$ cat config.mk
export PLATFORM = sky130hd
export DESIGN_NAME = pc_sequencer
export DESIGN_NICKNAME = d
export VERILOG_FILES = /design/src/rtl/pc_sequencer.sv
export SDC_FILE = /design/constraint.sdc
export NUM_CORES = 1
export LEC_CHECK = 0
export ABC_AREA = 1
export CELL_PAD_IN_SITES_DETAIL_PLACEMENT = 0
export CELL_PAD_IN_SITES_GLOBAL_PLACEMENT = 1
export CORE_ASPECT_RATIO = 0.75
export CORE_MARGIN = 1.5
export CORE_UTILIZATION = 35
export CTS_BUF_LIST = sky130_fd_sc_hd__clkbuf_4 sky130_fd_sc_hd__clkbuf_8
export DETAILED_ROUTE_END_ITERATION = 7
export PLACE_DENSITY_LB_ADDON = 0.1
export RECOVER_POWER = 100
export SYNTH_ARGS = -nofsm -noshare
export SYNTH_HDL_FRONTEND = slang
export SYNTH_SLANG_ARGS = --single-unit
$ cat constraint.sdc
create_clock -name clk_i -period 3.12 [get_ports clk_i]
set_clock_uncertainty 0.1 [all_clocks]
set_input_delay 0.312 -clock clk_i [delete_from_list [all_inputs] [get_ports clk_i]]
set_output_delay 0.312 -clock clk_i [all_outputs]
set_load 0.05 [all_outputs]
$ cat src/rtl/pc_sequencer.sv
// rtl/pc_sequencer.sv - program-counter sequencer with hardware return-address stack
module pc_sequencer #(
    parameter int len         = 16,
    parameter int sumando     = 1,
    parameter int RESET_PC    = 0,
    parameter int STACK_DEPTH = 4
) (
    input  logic           clk_i,
    input  logic           reset_i,
    input  logic           enable_i,
    input  logic           stall_i,
    input  logic           halt_i,
    input  logic           jmp_i,
    input  logic [len-1:0] jmp_addr_i,
    input  logic           branch_i,
    input  logic [len-1:0] branch_off_i,
    input  logic           call_i,
    input  logic [len-1:0] call_addr_i,
    input  logic           ret_i,
    output logic [len-1:0] pc_o,
    output logic [len-1:0] pc_plus_o,
    output logic           halted_o,
    output logic           stack_empty_o,
    output logic           stack_full_o,
    output logic           stack_err_o
);

    // Stack index width and occupancy-count width (count must reach STACK_DEPTH).
    localparam int PW = (STACK_DEPTH > 1) ? $clog2(STACK_DEPTH) : 1;
    localparam int CW = PW + 1;

    typedef enum logic {
        ST_RUN    = 1'b0,
        ST_HALTED = 1'b1
    } state_t;

    state_t          state_q, state_d;
    logic [len-1:0]  pc_q, pc_d;
    logic [CW-1:0]   cnt_q, cnt_d;
    logic            err_q, err_d;
    logic [len-1:0]  mem_q [STACK_DEPTH];

    logic            update;
    logic            push_we;
    logic            is_empty;
    logic            is_full;
    logic [PW-1:0]   wr_idx;
    logic [PW-1:0]   rd_idx;
    logic [len-1:0]  pc_inc;
    logic [len-1:0]  pc_branch;

    // Incrementer and branch adder wrap modulo 2^len by truncation.
    assign pc_inc    = pc_q + len'(sumando);
    assign pc_branch = pc_q + branch_off_i;

    // Top-of-stack sits at count-1; the next free slot is at count.
    assign wr_idx   = PW'(cnt_q);
    assign rd_idx   = PW'(cnt_q - CW'(1));
    assign is_empty = (cnt_q == '0);
    assign is_full  = (cnt_q == CW'(STACK_DEPTH));

    // Only RUN cycles with enable and no stall may change any state.
    assign update = (state_q == ST_RUN) && enable_i && !stall_i;

    // Next-state, next-PC and stack control, one prioritised action per update cycle.
    always_comb begin
        state_d = state_q;
        pc_d    = pc_q;
        cnt_d   = cnt_q;
        err_d   = err_q;
        push_we = 1'b0;
        if (update) begin
            if (halt_i) begin
                state_d = ST_HALTED;
            end else if (ret_i) begin
                if (!is_empty) begin
                    pc_d  = mem_q[rd_idx];
                    cnt_d = cnt_q - CW'(1);
                end else begin
                    err_d = 1'b1;
                    pc_d  = pc_inc;
                end
            end else if (call_i) begin
                if (!is_full) begin
                    push_we = 1'b1;
                    cnt_d   = cnt_q + CW'(1);
                    pc_d    = call_addr_i;
                end else begin
                    err_d = 1'b1;
                    pc_d  = pc_inc;
                end
            end else if (jmp_i) begin
                pc_d = jmp_addr_i;
            end else if (branch_i) begin
                pc_d = pc_branch;
            end else begin
                pc_d = pc_inc;
            end
        end
    end

    // Control state: PC, FSM state, stack occupancy and sticky error.
    always_ff @(posedge clk_i or posedge reset_i) begin
        if (reset_i) begin
            state_q <= ST_RUN;
            pc_q    <= len'(RESET_PC);
            cnt_q   <= '0;
            err_q   <= 1'b0;
        end else begin
            state_q <= state_d;
            pc_q    <= pc_d;
            cnt_q   <= cnt_d;
            err_q   <= err_d;
        end
    end

    // Return-address storage; contents survive reset, only the count is cleared.
    always_ff @(posedge clk_i) begin
        if (push_we && !reset_i) begin
            mem_q[wr_idx] <= pc_inc;
        end
    end

    assign pc_o          = pc_q;
    assign pc_plus_o     = pc_inc;
    assign halted_o      = (state_q == ST_HALTED);
    assign stack_empty_o = is_empty;
    assign stack_full_o  = is_full;
    assign stack_err_o   = err_q;

endmodule

==> results.md <==
* WP data arrival at 2540 ps
* Synth area leader: edfxtp_1
* Syn_area_per_cell at approximately 7.7 µm²
* Max-Cap Viols at 0
* Netlist cell types at 43
* Post-synth top area share at 0.345
* Number of global-route vias before repair at roughly 5.0k
* Peak supply drop at between 0.2 and 0.25 mV
* Buffers on Ports at 92
* Largest net degree at the start of global routing at 36
* Initial Util at 0.362
* Ys async rst share at 0.247
* Core Util, Final at 0.451
* Synth Register Bits at between 80 and 90
* Worst-margin pin slew at approximately 1500 ps
* Antenna violations before repair at 0
* Ant. Diodes at 0
* Grt ovf at 0
* Unrepaired setup endpoints after global routing: false
* I/O Pins at between 90 and 100
* Die width at around 150 µm
* FMAX at 338 MHz
* Area growth syn-to-layout at 24.7%
* Endpoint type of the worst setup path: primary output
* Initial drt markers at 326
* Final worst path period share at 0.947
* CTS clk-pin slew, worst paths at roughly 110 ps
* Worst-skew pair later-pin latency at 370 ps
* Die Y at approximately 110 µm
* Max H-tree Level at 3
* EDFF count, synth at 64
* DR vias at 5,186
* Area post-placement at 0.00683 mm²
* Largest cells by area after synthesis: edfxtp_1, nand2_1, dfrtp_1
* Final-report setup violation count at 0
* Bufs on Longest Clock Path at 2
* Pre-antenna DRT Iters at 5
* Final min period at between 2000 and 3000 ps
* CP required at between 2000 and 3000 ps
* Final Hold Viols at 0
* Syn nets at about 810
* WL per Instance at between 15 and 20 µm
* Setup TNS at 0 ps
* Clock sink total at 85
* Commonest register cell after synthesis: edfxtp_1
* Drt drc at 0
* CTS tree: built
* Design area at 0.00694 mm²
* Crit Path Class: reg -> out
* Register area share after synthesis at 0.440
* Max Slew Vio Count at 0
* Routed WL at between 15,000 and 20,000 µm
* Post-CTS sizing at 2
* HPWL after DPL at approximately 14,000 µm
* Synth Warn # at 0
* Via density at ~5
* WHS at between 300 and 400 ps
* Core footprint at 0.0154 mm²
* Share of post-route cells with drive strength above 1 at 0.0598
* Synthesized cell area at 0.00557 mm²
* Root buf cell: clkbuf_8
* Antenna viol nets, final at 0
* Post-CTS Setup Inserts at 0
* Cts-stage hold buffer count at 0
* Final GP Congestion at ~0.83
* Normalized max-slew margin at 0.0243
* First-pass GRT wire length at 28,300 µm
* CP Max Fanout at 7
* Die area at 0.0167 mm²
* Final #Nets at ~910
* Rows at 39
* Cells after Synth at a little over 700
* Num CTS Buffers at 9
* Hold crit path type: reg -> reg
* Startpoint types: register
* Leakage power at about 3.2 nW
* Power Density at about 330 mW/mm²
* Gr usage total at 0.223
* Status: finished clean
[placed cells by master, fill, tap and decap left out, types with 2 or more instances in the layout]
cell type and count:
nand2_1 191, nor2_1 107, inv_1 87, edfxtp_1 64, clkdlybuf4s50_1 59, o21ai_0 54, nand3_1 44, a21oi_1 31
dlygate4sd3_1 23, ha_1 22, dfrtp_1 21, o22ai_1 18, clkbuf_1 18, buf_4 11, clkbuf_8 9, xor2_1 7
nand4_1 6, o211ai_1 5, nor3_1 4, xnor2_1 4, clkbuf_2 4, nand2_2 3, a31oi_1 3, inv_2 3
o21ai_1 3, nand3_2 2, a41oi_1 2, xor2_2 2, a22oi_1 2, nor3_4 2, nand4_2 2, inv_8 2
dlygate4sd2_1 2
[state kept, by name, indices dropped and copies added (netlist names)]
| name | flops |
|---|---|
| pc_o | 16 |
| cnt_q | 3 |
| stack_err_o | 1 |
| halted_o | 1 |
| mem_q | 64 |
[path summary, 6_finish.rpt]
| kind | startpoint | to | slack [ps] | cells after the start |
|---|---|---|---|---|
| max in group asynchronous | reset_i | pc_o[9] | 1210 | 3 |
| min in group asynchronous | reset_i | pc_o[10] | 850 | 3 |
| setup / recovery | pc_o[1] | pc_plus_o[4] | 170 | 5 |
| hold reg to reg | stack_err_o | stack_err_o | 380 | 1 |
| setup reg to reg | cnt_q[1] | pc_o[13] | 290 | 10 |
| hold / removal | stack_err_o | stack_err_o | 380 | 1 |
[critical path, cell delays in order (launching register included)]
cell and delay [ps]:
dfrtp_1 490, ha_1 240, nand2_2 120, nor2_4 240, xor2_2 230, clkdlybuf4s50_1 840
[routing by layer]
metal | global-route usage | vias up | share of wire
li1 | - | 2608 | -
met1 | 0.349 | 2433 | 0.52
met2 | 0.326 | 141 | 0.42
met3 | 0.0362 | 4 | 0.049
met4 | 0.0356 | 0 | 0.0035
met5 | 0 | - | 0
[logic make-up after synthesis]
group                      Yosys count  synth area share
xor gates and xnor gates            14            0.0261
muxes                                1           0.00180
DFF                                 85             0.440
buffers and inverters              116            0.0803
adders and majority gates           23            0.0531
and+or+nand+nor                    365             0.275
AOI/OAI and AO/OA                  123             0.124
[cells in the mapped netlist, types with 2 or more instances]
cell type	count
nor3_4	2
nor2_1	106
o21ai_0	52
ha_1	22
o21ai_2	2
a21oi_1	31
nand3_2	2
xnor2_1	4
o211ai_1	5
o21ai_1	3
a22oi_1	2
inv_1	87
xor2_2	2
xor2_1	7
a31oi_1	3
nor2_2	2
inv_2	3
nor3_1	4
nand4_1	6
nand2_1	190
o22ai_1	18
nand4_2	2
dfrtp_1	21
clkbuf_1	18
a41oi_1	2
nand3_1	44
buf_2	5
edfxtp_1	64
nand2_2	4
[power breakdown]
group          internal [W]  switching [W]
Combinational      0.000110       0.000120
Sequential          0.00120              0
Clock              0.000384       0.000451
Total               0.00170       0.000571
[metrics by stage]
step | power, W | setup slack (ps) | instances
floorplan | 0.00134 | -131 | 727
global placement | 0.00146 | 481 | 1025
detailed placement | 0.00146 | 407 | 1025
CTS | 0.00229 | 34.0 | 1041
global route | 0.00236 | 43.5 | 1041
finish | 0.00227 | 165 | 1041
[final cells by class]
cell class                 instances  area, µm²
fill                            1610       8430
timing repair buffer             118       1030
multi-input combinational        526       2660
clock buffer                       9        124
tap                              205        256
sequential                        85       2450
inverter                          91        342
clock inverter                     7       82.6
Note: power is estimated with default switching activity, not from simulation.
